## config.mk

```make
export PLATFORM = sky130hd
export DESIGN_NAME = vga_timing
export DESIGN_NICKNAME = d
export VERILOG_FILES = /design/src/rtl/vga_pkg.sv /design/src/rtl/vga_timing.sv
export SDC_FILE = /design/constraint.sdc
export NUM_CORES = 1
export LEC_CHECK = 0
export CAP_MARGIN = 25
export CORE_MARGIN = 3
export CORE_UTILIZATION = 45
export CTS_CLUSTER_DIAMETER = 150
export DETAILED_ROUTE_END_ITERATION = 7
export PLACE_DENSITY = 0.72
export SYNTH_ARGS = -nofsm -noshare
export SYNTH_HDL_FRONTEND = slang
export SYNTH_SLANG_ARGS = --single-unit
```

## constraint.sdc

```tcl
create_clock -name clk -period 2.8 [get_ports clk]
set_clock_uncertainty 0.15 [all_clocks]
set_input_delay 0.56 -clock clk [delete_from_list [all_inputs] [get_ports clk]]
set_output_delay 0.56 -clock clk [all_outputs]
set_load 0.05 [all_outputs]
```

## src/rtl/vga_pkg.sv

```systemverilog
// vga_pkg: shared raster geometry and stage-to-stage bus for the video
// pipeline (800x600@60, 40 MHz pixel clock).
//   HOR_*/VER_*        : visible size, sync window [START, END) and totals
//   HCNT_W / VCNT_W    : counter widths (enough for 1055 / 627)
//   vga_if_t           : position + sync/blank bundle passed between stages
package vga_pkg;

  localparam int unsigned HOR_PIXELS     = 800;
  localparam int unsigned HOR_SYNC_START = 840;
  localparam int unsigned HOR_SYNC_END   = 968;   // exclusive
  localparam int unsigned HOR_TOT_PIX    = 1056;

  localparam int unsigned VER_PIXELS     = 600;
  localparam int unsigned VER_SYNC_START = 601;
  localparam int unsigned VER_SYNC_END   = 605;   // exclusive
  localparam int unsigned VER_TOT_PIX    = 628;

  localparam int unsigned HCNT_W = 11;
  localparam int unsigned VCNT_W = 11;

  typedef struct packed {
    logic [VCNT_W-1:0] vcount;
    logic              vsync;
    logic              vblnk;
    logic [HCNT_W-1:0] hcount;
    logic              hsync;
    logic              hblnk;
  } vga_if_t;

endpackage

```

## src/rtl/vga_timing.sv

```systemverilog
// vga_timing: raster timing generator. Free-running horizontal/vertical
// counters with registered sync, blanking, line/frame markers and a frame
// counter. Every output is derived from the *next* counter values, so flags
// always line up with the hcount/vcount shown in the same cycle.
//
// Ports:
//   clk          pixel clock
//   rst_n        asynchronous active-low reset
//   en           pixel advance enable; raster freezes while low
//   hcount       horizontal position 0..H_TOTAL-1
//   vcount       vertical position 0..V_TOTAL-1
//   hsync/vsync  sync pulses, active level HSYNC_POL/VSYNC_POL
//   hblnk/vblnk  high outside the visible area
//   line_start   one-cycle pulse when hcount wraps to 0
//   frame_start  one-cycle pulse when both counters wrap to 0
//   frame_cnt    completed frames, wraps modulo 2^FRAME_CNT_W
//
// The geometry parameters default to the 800x600 timing; they exist so a
// shrunken raster can be elaborated without touching the counter logic.
module vga_timing
  import vga_pkg::*;
#(
  parameter logic        HSYNC_POL      = 1'b1,
  parameter logic        VSYNC_POL      = 1'b1,
  parameter int unsigned FRAME_CNT_W    = 16,
  parameter int unsigned H_PIXELS       = HOR_PIXELS,
  parameter int unsigned H_SYNC_START   = HOR_SYNC_START,
  parameter int unsigned H_SYNC_END     = HOR_SYNC_END,
  parameter int unsigned H_TOTAL        = HOR_TOT_PIX,
  parameter int unsigned V_PIXELS       = VER_PIXELS,
  parameter int unsigned V_SYNC_START   = VER_SYNC_START,
  parameter int unsigned V_SYNC_END     = VER_SYNC_END,
  parameter int unsigned V_TOTAL        = VER_TOT_PIX
) (
  input  logic                   clk,
  input  logic                   rst_n,
  input  logic                   en,
  output logic [HCNT_W-1:0]      hcount,
  output logic [VCNT_W-1:0]      vcount,
  output logic                   hsync,
  output logic                   vsync,
  output logic                   hblnk,
  output logic                   vblnk,
  output logic                   line_start,
  output logic                   frame_start,
  output logic [FRAME_CNT_W-1:0] frame_cnt
);

  localparam logic [HCNT_W-1:0] H_LAST  = HCNT_W'(H_TOTAL - 1);
  localparam logic [VCNT_W-1:0] V_LAST  = VCNT_W'(V_TOTAL - 1);
  localparam logic [HCNT_W-1:0] H_VIS   = HCNT_W'(H_PIXELS);
  localparam logic [VCNT_W-1:0] V_VIS   = VCNT_W'(V_PIXELS);
  localparam logic [HCNT_W-1:0] H_SS    = HCNT_W'(H_SYNC_START);
  localparam logic [HCNT_W-1:0] H_SE    = HCNT_W'(H_SYNC_END);
  localparam logic [VCNT_W-1:0] V_SS    = VCNT_W'(V_SYNC_START);
  localparam logic [VCNT_W-1:0] V_SE    = VCNT_W'(V_SYNC_END);

  logic [HCNT_W-1:0]      hcount_nxt;
  logic [VCNT_W-1:0]      vcount_nxt;
  logic [FRAME_CNT_W-1:0] frame_cnt_nxt;
  logic                   hsync_nxt, vsync_nxt, hblnk_nxt, vblnk_nxt;
  logic                   line_start_nxt, frame_start_nxt;

  // NOTE: every variable gets a default before any branch, so no path can
  // leave one unassigned and infer a latch.
  always_comb begin
    hcount_nxt      = hcount;
    vcount_nxt      = vcount;
    frame_cnt_nxt   = frame_cnt;
    line_start_nxt  = 1'b0;   // pulses drop while stalled, never stretch
    frame_start_nxt = 1'b0;

    if (en) begin
      if (hcount == H_LAST) begin
        hcount_nxt     = '0;
        line_start_nxt = 1'b1;
        if (vcount == V_LAST) begin
          vcount_nxt      = '0;
          frame_cnt_nxt   = frame_cnt + FRAME_CNT_W'(1);
          frame_start_nxt = 1'b1;
        end else begin
          vcount_nxt = vcount + VCNT_W'(1);
        end
      end else begin
        hcount_nxt = hcount + HCNT_W'(1);
      end
    end

    // Flags follow the next counter values, giving zero skew once registered.
    // vsync looks at vcount only, so it can change only at a line wrap.
    hsync_nxt = ((hcount_nxt >= H_SS) && (hcount_nxt < H_SE)) ? HSYNC_POL : ~HSYNC_POL;
    vsync_nxt = ((vcount_nxt >= V_SS) && (vcount_nxt < V_SE)) ? VSYNC_POL : ~VSYNC_POL;
    hblnk_nxt = (hcount_nxt >= H_VIS);
    vblnk_nxt = (vcount_nxt >= V_VIS);
  end

  // NOTE: sequential state uses non-blocking assignments so all registers
  // update together from the values sampled before the edge.
  always_ff @(posedge clk or negedge rst_n) begin
    if (!rst_n) begin
      hcount      <= '0;
      vcount      <= '0;
      frame_cnt   <= '0;
      hsync       <= ~HSYNC_POL;
      vsync       <= ~VSYNC_POL;
      hblnk       <= 1'b0;
      vblnk       <= 1'b0;
      line_start  <= 1'b0;
      frame_start <= 1'b0;
    end else begin
      hcount      <= hcount_nxt;
      vcount      <= vcount_nxt;
      frame_cnt   <= frame_cnt_nxt;
      hsync       <= hsync_nxt;
      vsync       <= vsync_nxt;
      hblnk       <= hblnk_nxt;
      vblnk       <= vblnk_nxt;
      line_start  <= line_start_nxt;
      frame_start <= frame_start_nxt;
    end
  end

endmodule

```

==> impl_metrics.toml <==
[status]
outcome = "complete, no violations"

[placed_design]
dp_hpwl_mm = 3.388
place_area_um2 = 2743
place_congestion = 0.8437
portBuffers = 46
place_ws_ns = 0.1372

[sta]
hold_slack_ns = 0.1583
setup_viol = 0
drv_slew = 0
slew_headroom = 0.6479
worst_slew_pin_slew_ns = 0.5281
hold_viol = 0
worst_slack_ns = 0.2126
setup_tns_ns = 0
rsz0062_at_grt = "no"
fmax_ghz = 0.3865
finalCritPeriodShare = 0.9241
fin_crit_ns = 2.587

[finish]
drive_above_1_share = 0.1231
final_area_um2 = 2858
nets = 273
fillers = 364
area_growth_pct = 31.19
antenna_cells = 0

[logic_synthesis]
synth_edf_count = 0
synth_compound_area_frac = 0.07926
netlist_instances = 210
synth_top_family_by_area = "simple AND/OR/NAND/NOR gates"
synth_top_cell_area_share = 0.5055
synth_fa_ha_area_frac = 0.01723
synth-xor-area-share = 0.1246
synth_mux_area_frac = 0.01034
yosysMostFrequentCell = "dfrtp_1"
synthSimpleGateAreaFrac = 0.2286
synth_area_um2 = 2178
yosys-top-cells-area = "dfrtp_1 51%, xnor2_1 8.0%, xor2_1 4.4%, nand4_1 4.0%, nor2_1 2.9%"
synth-async-reset-ratio = 1.000
ys.flop_type = "dfrtp_1"
ys_ff_latch = 44
syn_nets = 216
yosysSeqAreaShare = 0.5055
yosys_warnings = 0
synth_top_cell_by_area = "dfrtp_1"
avgSynthCellArea_um2 = 10.37
synth.distinct_cells = 40
synthTopCellsByCount = "44 x dfrtp_1, 20 x xnor2_1, 17 x nor2_1"

[clocking]
clk_pin_slew_ns = 0.09
ctsHoldBuffers = 0
cts_setup_buffers = 0
numCtsBuffers = 5
cts-root-buf = "clkbuf_8"
clk_latency_ns = 0.30
cts_buffer_depth = 2
h-tree-depth = 2
tritoncts = "done"
cts_resized = 0
cts_sinks = 44

[setup_path]
end_kind = "flip-flop"
rr_worst_depth = 10
cpMaxStageDelayCell = "dfrtp_2"
path_buf_inv = 3
cp-endpoint = "vsync"
critical_path.cell_chain = "ha_1, and4bb_2, nand4_2, buf_4, inv_2, buf_4, nand2_2, o31ai_1, or3b_1, nor4b_2"
worst-path-max-fanout = 16
cp_num_cells = 10
required_ns = 2.85
crit_start = "hcount[0]"
worstPathArrival_ns = 2.64
worst_path_most_repeated_cell = "buf_4"
crit_family = "simple AND/OR/NAND/NOR gates"
reg2reg_to = "vsync"
critPathMaxStageDelay_ns = 0.45
startpoint_type = "flip-flop"
critical_path_class = "flip-flop to flip-flop"
r2r_slack_ns = 0.21
r2r-start = "hcount[0]"

[grt]
antenna_found_initial = 0
grt_pass1_wl_mm = 7.693
grt_max_degree = 45
grt_overflow_total = 0
grt_pass1_vias = 1623
grt_use_total = 0.1767

[pwr]
p_per_area_nw_per_um2 = 568.1
p_leak_nw = 1.321
seqPwrFrac = 0.460
switching_share = 0.3345
p_sw_w = 0.0005430
pwr-share-comb = 0.234
ir_worst_vdd_v = 0.0004435
clockPowerShare = 0.306
p_total_w = 0.001623
p_int_w = 0.001080

[floorplan]
fp.dieArea_um2 = 5712
core-area_um2 = 4504
dieWidth_um = 75.58
rows = 24
initial_utilization = 0.4836
die_h_um = 75.58
pin_count = 47

[route]
routed_wl_mm = 4.613
drt_first_pass_iters = 4
drtAntennaViolNets = 0
drc = 0
wire_per_inst_um = 14.42
vias_per_cell = 5.444
drt-initial-drc-count = 52
vias = 1742

[worst_hold_path]
min_path_type = "primary input to async pin"

[run]
maxCapViolCount = 0
## through the flow
stage	cells	util
detailed placement	312	0.6089
finish	320	0.6344
floorplan	210	-
global route	320	0.6344
CTS	320	0.6344
global placement	312	0.6089
## power groups by stage
stage / clock network, W / logic (W) / registers (W)
floorplan: 0 / 0.000105 / 0.000898
finish: 0.000497 / 0.000380 / 0.000747
CTS: 0.000509 / 0.000384 / 0.000745
global route: 0.000534 / 0.000413 / 0.000756
detailed placement: 0 / 0.000383 / 0.000758
global placement: 0 / 0.000380 / 0.000758
## cell families after synthesis
kind of cell             after synthesis
XOR/XNOR                              31
AO/OA/AOI/OAI                         26
flip-flops                            44
buffers and inverters                 17
adder cells (fa/ha/maj)                3
multiplexers                           2
AND/OR/NAND/NOR                       87
## registers in the layout, summed over array words and instances (netlist names)
register and cells:
hcount 11, hsync 1, frame_start 1, hblnk 1, vblnk 1, vsync 1
frame_cnt 16, vcount 11, line_start 1
## cells in the final DEF, fill, tap and decap left out, types with 2 or more instances in the layout
cell,count
nand3_1,9
dfrtp_1,42
o21a_1,3
clkbuf_8,5
buf_4,10
mux2_2,2
o31ai_1,2
inv_1,10
ha_1,3
dfrtp_2,2
o22ai_1,2
nand2b_1,2
clkdlybuf4s50_1,45
nor3_1,7
o21ai_0,6
and4_1,3
and3_1,7
a21oi_1,4
xnor2_1,20
a31oi_1,3
xor2_1,11
nand2_1,15
and4b_1,2
nor4_1,2
nand4_1,14
nor2_1,17
## layer usage
layer / GRT usage / part of all wire / wire (µm) / vias to the layer above
met2: 0.2570 / 0.45 / 2088 / 49
met1: 0.2577 / 0.48 / 2237 / 822
met4: 0.06408 / 0.015 / 70 / 0
li1: - / - / - / 862
met5: 0 / 0 / 0 / -
met3: 0.04222 / 0.047 / 217 / 9
## how the worst min path moves through the flow
stage,from,end
global route,rst_n,hcount[1]
detailed placement,frame_cnt[7],frame_cnt[7]
CTS,rst_n,hcount[2]
global placement,frame_cnt[15],frame_cnt[15]
finish,rst_n,hcount[2]
floorplan,rst_n,frame_cnt[0]
## layout make-up
| class | count | area (µm²) | area share |
|---|---|---|---|
| Clock buffer | 5 | 68.82 | 0.02408 |
| Clock inverter | 3 | 46.29 | 0.01620 |
| Multi-Input combinational cell | 149 | 1002 | 0.3507 |
| Inverter | 11 | 41.29 | 0.01445 |
| Timing Repair Buffer | 56 | 530.5 | 0.1856 |
| Tap cell | 52 | 65.06 | 0.02277 |
| Sequential cell | 44 | 1104 | 0.3862 |
No activity file was read; power rests on OpenSTA's default activity.
